### config.mk
export PLATFORM = sky130hd
export DESIGN_NAME = noc_local_inject_arbiter
export DESIGN_NICKNAME = d
export VERILOG_FILES = /design/src/rtl/noc_local_inject_arbiter.sv
export SDC_FILE = /design/constraint.sdc
export NUM_CORES = 1
export LEC_CHECK = 0
export ABC_AREA = 1
export BUFFER_PORTS_ARGS = -buffer_cell sky130_fd_sc_hd__buf_2
export CAP_MARGIN = 20
export CORE_AREA = 2 2 134 136
export DETAILED_ROUTE_END_ITERATION = 10
export DIE_AREA = 0 0 136 138
export PLACE_DENSITY = 0.63
export REMOVE_ABC_BUFFERS = 1
export SYNTH_ARGS = -nofsm -noshare
export SYNTH_HDL_FRONTEND = slang
export SYNTH_SLANG_ARGS = --single-unit
### constraint.sdc
create_clock -name clk -period 5.5 [get_ports clk]
set_clock_uncertainty 0.05 [all_clocks]
set_input_delay 0.825 -clock clk [delete_from_list [all_inputs] [get_ports clk]]
set_output_delay 0.825 -clock clk [all_outputs]
set_load 0.05 [all_outputs]
### src/rtl/noc_local_inject_arbiter.sv
// noc_local_inject_arbiter
//   Shares the router local input port among NumReq on-tile injectors. Arbitration
//   is round-robin per packet. The head flit of the winner locks the port to that
//   requester until its tail flit passes. There is one registered output stage, and
//   flow control uses the NoC void/stop convention.
//
// Ports
//   clk           clock
//   rst           asynchronous active-low reset
//   req_data      requester flits, requester i at [i*Width +: Width]
//   req_void      1: requester i has no flit
//   req_stop      1: requester i must hold its flit, 0: flit taken this cycle
//   data_out      flit to the router local input
//   data_void_out 1: data_out is empty
//   stop_in       router backpressure
//   grant_id      current or last owner
//   locked        a packet is in progress
//   proto_err     sticky protocol-error flag (cleared by reset only)
module noc_local_inject_arbiter #(
   parameter int unsigned NumReq = 4,
   parameter int unsigned Width  = 66
) (
   input  logic                      clk,
   input  logic                      rst,
   input  logic [NumReq*Width-1:0]   req_data,
   input  logic [NumReq-1:0]         req_void,
   output logic [NumReq-1:0]         req_stop,
   output logic [Width-1:0]          data_out,
   output logic                      data_void_out,
   input  logic                      stop_in,
   output logic [$clog2(NumReq)-1:0] grant_id,
   output logic                      locked,
   output logic                      proto_err
);

   localparam int unsigned    IdW    = $clog2(NumReq);
   localparam logic [IdW-1:0] LastId = IdW'(NumReq - 1);
   localparam logic [IdW:0]   NumW   = (IdW+1)'(NumReq);

   localparam logic [0:0] StIdle   = 1'b0;
   localparam logic [0:0] StLocked = 1'b1;

   logic [0:0]       state_q;
   logic [IdW-1:0]   rr_ptr_q;
   logic [IdW-1:0]   grant_q;
   logic [Width-1:0] data_q;
   logic             void_q;
   logic             err_q;

   logic [Width-1:0] flit [NumReq];
   logic [NumReq-1:0] head;
   logic [NumReq-1:0] tail;

   for (genvar i = 0; i < NumReq; i++) begin : g_split
      assign flit[i] = req_data[i*Width +: Width];
      assign head[i] = flit[i][Width-1];
      assign tail[i] = flit[i][Width-2];
   end

   logic             win_found;
   logic [IdW-1:0]   win_id;
   logic [IdW:0]     pos;
   logic             sel_valid;
   logic [IdW-1:0]   sel_id;
   logic [Width-1:0] sel_flit;
   logic             slot_free;
   logic             accept;
   logic             bad_idle;

   function automatic logic [IdW-1:0] next_id(input logic [IdW-1:0] id);
      return (id == LastId) ? '0 : id + 1'b1;
   endfunction

   // Scan rr_ptr, rr_ptr+1, ... modulo NumReq. The extra bit in pos keeps the sum
   // exact for NumReq values that are not powers of two.
   always_comb begin
      win_found = 1'b0;
      win_id    = '0;
      pos       = '0;
      for (int unsigned k = 0; k < NumReq; k++) begin
         pos = {1'b0, rr_ptr_q} + (IdW+1)'(k);
         if (pos >= NumW) pos = pos - NumW;
         if (!win_found && !req_void[pos[IdW-1:0]] && head[pos[IdW-1:0]]) begin
            win_found = 1'b1;
            win_id    = pos[IdW-1:0];
         end
      end
   end

   always_comb begin
      sel_id    = (state_q == StLocked) ? grant_q : win_id;
      sel_valid = (state_q == StLocked) ? ~req_void[grant_q] : win_found;
      sel_flit  = flit[sel_id];
      slot_free = void_q | ~stop_in;
      accept    = sel_valid & slot_free;
      // In IDLE, a requester that shows a flit without head is out of protocol.
      bad_idle  = (state_q == StIdle) && |(~req_void & ~head);
      req_stop  = '1;
      if (rst && accept) req_stop[sel_id] = 1'b0;
   end

   always_ff @(posedge clk or negedge rst) begin
      if (!rst) begin
         state_q  <= StIdle;
         rr_ptr_q <= '0;
         grant_q  <= '0;
         data_q   <= '0;
         void_q   <= 1'b1;
         err_q    <= 1'b0;
      end else begin
         if (accept) begin
            data_q <= sel_flit;
            void_q <= 1'b0;
         end else if (!void_q && !stop_in) begin
            void_q <= 1'b1;
         end

         if (bad_idle || (accept && state_q == StLocked && sel_flit[Width-1])) begin
            err_q <= 1'b1;
         end

         if (accept) begin
            if (state_q == StIdle) begin
               grant_q <= win_id;
               if (sel_flit[Width-2]) rr_ptr_q <= next_id(win_id);
               else                   state_q  <= StLocked;
            end else if (sel_flit[Width-2]) begin
               state_q  <= StIdle;
               rr_ptr_q <= next_id(grant_q);
            end
         end
      end
   end

   assign data_out      = data_q;
   assign data_void_out = void_q;
   assign grant_id      = grant_q;
   assign locked        = (state_q == StLocked);
   assign proto_err     = err_q;

endmodule

==> out/results.ini, run 1 <==
[outcome]
outcome=finished clean

[pwr]
peakVddDrop_mv=0.310
p_per_area_nw_per_um2=772
leakage_nw=5.14

[worst_setup_path]
crit_type=register to primary output
cp_slowest_cell=dfrtp_1
cp_max_fo=90
path_buf_inv=2
cp_slowest_stage_delay_ns=0.57
path_cells=inv_4, nand2_1, nand2_1, nand3_1, nand2_1, nor2_2, nand3_1, nand2_1, nand2_2, nand2_1, nand2_4, nand3_1, buf_2
cp-end-kind=primary output
cp.arrival_ns=3.07
critPathLaunchType=register
required_ns=4.62
cpMostUsedCell=nand2_1
critPathTopFamily=simple AND/OR/NAND/NOR gates

[worst_hold_path]
min_path_type=register to register

[yosys]
yosysSeqAreaShare_pct=31.9
syn_area_per_cell_um2=5.44
synth.area.top_cells=nand2_1, dfrtp_1, buf_4
synth_edf_count=0
ys_seq_elements=73
synth.distinct_cells=24
synthesis.area_um2=5730
synthCells=1053
ys_warn_count=0
synth_top_area_share_pct=55.3
synth_ff_type=dfrtp_1
synth_area_leader_cell=nand2_1
async_reset_ff_share_pct=100

[detailed_routing]
drt-total-wl_um=19900
routedWlPerCell_um=12.5
drc=0
drtAntennaViolNets=0
via_per_inst=4.45
drt-initial-drc-count=278
first_pass_iters=5
routed-via-count=7076

[timing]
hold_viol_final=0
rsz0062_at_grt=false
setup_viol=0
fin_crit_ns=3.94
max_freq_ghz=0.254
slew_viol_final=0
worst_pin_slew_ns=0.963
relSlewSlack_pct=35.8
min_period_over_period_pct=71.7

[cts]
htreeDepth=3
post_cts_buffers=0
cts_resized=0
cts_hold_buf=0
numCtsBuffers=9
clk_latency_ns=0.33
path_clk_slew_ns=0.06
cts_sinks=73
root_buffer=clkbuf_16
clockBufferDepth=2
cts_tree=yes

[floorplanning]
fp-row-count=49
fp.dieW_um=136
io_pins=346
initial_core_util_pct=32.7
die_y_um=138
core_area_um2=17500
dieArea_um2=18800

[global_routing]
grt_pass1_vias=6467
grt_max_degree=91
grt-ovfl-total=0
grt_first_pass_wirelength_um=31300
track_usage_pct=20.7
antenna_found_initial=1

[flow_run]
max_cap_violations=0

[placement]
portBuffers=345
hpwl_um=14400
place_area_um2=7500
dpl.cell_count=1575
gp_congestion=0.806

[finish]
final_cell_mix=nand2_1, buf_2, dfrtp_1, nand3_1, inv_1
layout.cells.non_filler=1590
layout_commonest_cell=nand2_1
drive_above_1_share_pct=27.9
antenna_cells=0
nNetsFinal=1630
final_area_um2=7790
fin_util_pct=44.4
area_growth_syn_to_layout_pct=36.0

==> registers in the layout, indices dropped and copies added (netlist names) <==
register / flops
rr_ptr_q: 2
proto_err: 1
data_void_out: 1
grant_id: 2
data_out: 66
locked: 1
==> cells by family after synthesis <==
family / after synthesis / synth area share [%]
AOI/OAI and AO/OA: 16 / 1.81
adders and majority gates: 2 / 0.437
buffers and inverters: 81 / 7.34
DFF: 73 / 31.9
and+or+nand+nor: 881 / 58.5
==> per-layer routing <==
metal / global-route usage [%] / routed length [um]
met2: 35.7 / 9500
met5: 0 / 13
met4: 7.73 / 481
met3: 3.74 / 1400
met1: 25.5 / 8480
==> cell type report <==
class / count / area, um^2
Timing Repair Buffer: 353 / 1800
Clock buffer: 9 / 225
Clock inverter: 6 / 70.1
Fill cell: 1956 / 9740
Inverter: 21 / 81.3
Multi-Input combinational cell: 899 / 3500
Sequential cell: 73 / 1830
Tap cell: 229 / 287
==> worst register-to-register path, stage by stage, from the launching register on <==
cell     delay, ns
dfrtp_1       0.57
inv_4         0.09
nand2_1       0.07
nand2_1       0.10
nand3_1       0.09
nand2_1       0.10
nor2_2        0.15
nand3_1       0.09
nand2_1       0.08
nand2_2       0.08
a21oi_4       0.57
buf_4         0.64
nand2_1       0.15
nand2_1       0.11
nand2_1       0.07
nand2_1       0.10
nand2_1       0.05
nand2_1       0.08
==> per-stage QoR <==
stage | setup TNS, ns | hold slack (ns) | total power, mW | setup WS [ns]
4_1_cts | 0 | 0.423 | 6.12 | 1.56
6_report | 0 | 0.417 | 6.01 | 1.56
3_5_place_dp | 0 | 0.409 | 5.52 | 1.60
3_3_place_gp | 0 | 0.404 | 5.51 | 1.61
5_1_grt | 0 | 0.435 | 6.71 | 1.27
2_1_floorplan | -0.248 | 0.479 | 4.37 | -0.124
==> synth_stat cells (2+ instances only) <==
cell type,n
nand3_1,25
clkbuf_1,26
nor2_1,8
inv_1,18
buf_2,10
a21oi_1,5
buf_4,21
nand2_1,844
dfrtp_1,72
buf_6,3
o22ai_1,3
ha_1,2
o21ai_0,4
inv_2,2
==> final timing paths <==
check                            startpoint           end  slack [ns]  cells past startpoint
worst max-delay path            rr_ptr_q[0]   req_stop[0]        1.56                     13
worst min register to register    proto_err     proto_err        0.42                      2
max in group asynchronous               rst  data_out[15]        4.10                      2
worst max register to register  rr_ptr_q[0]  data_out[48]        2.19                     17
worst min-delay path              proto_err     proto_err        0.42                      2
min in group asynchronous               rst  data_out[14]        0.68                      2
==> power by group <==
part / leakage (nW) / internal (mW) / switching, mW
sequential: 0.919 / 0.797 / 0.156
clock: 0.134 / 0.350 / 0.229
combinational: 4.08 / 1.20 / 3.28
(Power assumes the default switching activity.)
==> run 2, diff against run 1 <==
==> constraint.sdc (replaced) <==
create_clock -name clk -period 4 [get_ports clk]
set_clock_uncertainty 0.05 [all_clocks]
set_input_delay 0.6 -clock clk [delete_from_list [all_inputs] [get_ports clk]]
set_output_delay 0.6 -clock clk [all_outputs]
set_load 0.05 [all_outputs]
==> out/results.ini, run 2 (same netlist as run 1, synthesis figures left out) <==
[outcome]
outcome=finished clean

[timing]
min_period_over_period_pct=83.1
fin_setup_tns_ns=0  ; unchanged
rsz0062_at_grt=false
whs_ns=0.412  ; -0.00449 ns
setup_viol=0  ; unchanged
slew_viol_final=0  ; unchanged
hold_viol_final=0  ; unchanged
relSlewSlack_pct=36.0  ; +0.18 points
max_freq_ghz=0.301
fin_crit_ns=3.32
worst_pin_slew_ns=0.961  ; -0.00272 ns

[placement]
place_area_um2=7550  ; +0.73%
portBuffers=345  ; unchanged
dpl.cell_count=1579  ; +0.25%
hpwl_um=14600  ; +2.0%
gp_congestion=0.845  ; +4.8%

[global_routing]
grt_first_pass_wirelength_um=31500  ; +0.62%
grt_max_degree=74  ; -19%
track_usage_pct=21.0  ; +0.34 points
antenna_found_initial=1  ; unchanged
grt_pass1_vias=6548  ; +1.3%
grt-ovfl-total=0  ; unchanged

[cts]
cts_sinks=73  ; unchanged
clk_latency_ns=0.34  ; about the same
path_clk_slew_ns=0.06  ; about the same
post_cts_buffers=0  ; unchanged
numCtsBuffers=9  ; unchanged
clockBufferDepth=2  ; unchanged
root_buffer=clkbuf_16
cts_resized=0  ; unchanged
cts_hold_buf=0  ; unchanged
cts_tree=yes
htreeDepth=3  ; unchanged

[detailed_routing]
drt-total-wl_um=20200  ; +1.7%
routed-via-count=7028  ; -0.68%
drt-initial-drc-count=293  ; +5.4%
drtAntennaViolNets=0  ; unchanged
via_per_inst=4.40  ; -1.1%
first_pass_iters=4  ; -1
routedWlPerCell_um=12.7  ; +1.3%
drc=0  ; unchanged

[pwr]
p_sw_share_pct=60.4  ; -0.63 points
peakVddDrop_mv=0.500  ; +61%
power.share.sequential_pct=15.5  ; -0.3 points
pwr-share-comb_pct=74.4  ; about the same
intPower_mw=3.34  ; +42%
leakage_nw=5.18  ; +0.83%
p_clk_share_pct=10.1  ; +0.5 points
p_sw_mw=5.09  ; +39%
p_per_area_nw_per_um2=1070  ; +39%

[worst_setup_path]
cp.arrival_ns=2.67  ; -0.40 ns
required_ns=3.35  ; -1.27 ns
critPathLaunchType=register
crit_type=register to primary output
cp_max_fo=28  ; -69%
cp-end-kind=primary output

[floorplanning]
io_pins=346  ; unchanged
core_area_um2=17500  ; unchanged
die_y_um=138  ; unchanged
fp-row-count=49  ; unchanged
dieArea_um2=18800  ; unchanged
initial_core_util_pct=32.7  ; unchanged
fp.dieW_um=136  ; unchanged

[finish]
final_cell_mix=nand2_1, buf_2, dfrtp_1, nand3_1, inv_1
n_fill_cell=1900  ; -2.9%
nNetsFinal=1634  ; +0.25%
final_area_um2=7870  ; +1.0%
area_growth_syn_to_layout_pct=37.4
drive_above_1_share_pct=28.2  ; +0.26 points
layout_commonest_cell=nand2_1
layout.cells.non_filler=1596  ; +0.38%
largest_register_ffs=66  ; unchanged
fin_util_pct=44.9  ; +0.44 points

[worst_hold_path]
min_path_type=register to register

[flow_run]
max_cap_violations=0  ; unchanged

==> run 2: cell count changes in the layout (fill, tap and decap cells not counted), sizes merged <==
cell,before,now
buf,353,357
clkbuf,9,11
clkinv,2,1
clkinvlp,3,2
diode,0,1
inv,21,22
==> run 2: power by group through the flow <==
stage / Combinational (mW) / Sequential, mW / Clock [mW]
2_1_floorplan: 3.52 / 2.35 / 0
3_3_place_gp: 6.33 / 1.31 / 0
3_5_place_dp: 6.37 / 1.31 / 0
4_1_cts: 6.37 / 1.31 / 0.871
5_1_grt: 7.13 / 1.35 / 0.894
6_report: 6.27 / 1.31 / 0.848
==> run 2: stage by stage <==
stage	total power, mW	setup slack (ns)
5_1_grt	9.38	0.477
3_5_place_dp	7.68	0.929
2_1_floorplan	5.86	-1.17
4_1_cts	8.55	0.654
3_3_place_gp	7.64	0.937
6_report	8.43	0.675
==> run 2: area by class of cell <==
cell class / count / area [um^2] / share of cell area [%]
diodes: 1 / 2.50 / 0.0318
inverters: 21 / 81.3 / 1.03
repair buffers: 357 / 1860 / 23.6
well taps: 229 / 287 / 3.64
flip-flops and latches: 73 / 1830 / 23.2
clock buffers: 11 / 253 / 3.21
multi-input cells: 899 / 3500 / 44.5
clock inverters: 5 / 62.6 / 0.795
==> run 2: layer usage <==
metal,GRT usage [%],share of wire [%],vias up
met2,36.9,48,240
met1,25.1,43,2992
li1,-,-,3763
met3,4.11,6.5,33
met4,8.06,2.3,0
met5,0,0,-
==> run 2: worst paths after layout <==
path | startpoint | endpoint | slack [ns] | cells after the start
min in group asynchronous | rst | data_out[38] | 0.44 | 2
max in group asynchronous | rst | data_out[16] | 2.81 | 2
max reg2reg | rr_ptr_q[0] | data_out[39] | 1.12 | 18
min | proto_err | proto_err | 0.41 | 2
min reg2reg | proto_err | proto_err | 0.41 | 2
max | rr_ptr_q[0] | req_stop[0] | 0.68 | 13
==> run 2: worst max-delay path, cell delays in order, from the launching register on <==
cell and delay (ns):
dfrtp_1 0.57, inv_4 0.09, nand2_1 0.07, nand2_1 0.09, nand3_1 0.09, nand2_1 0.10, nor2_2 0.16, nand3_1 0.08
nand2_1 0.07, nand2_2 0.08, nand2_1 0.15, nand2_4 0.25, nand3_1 0.24, buf_2 0.29
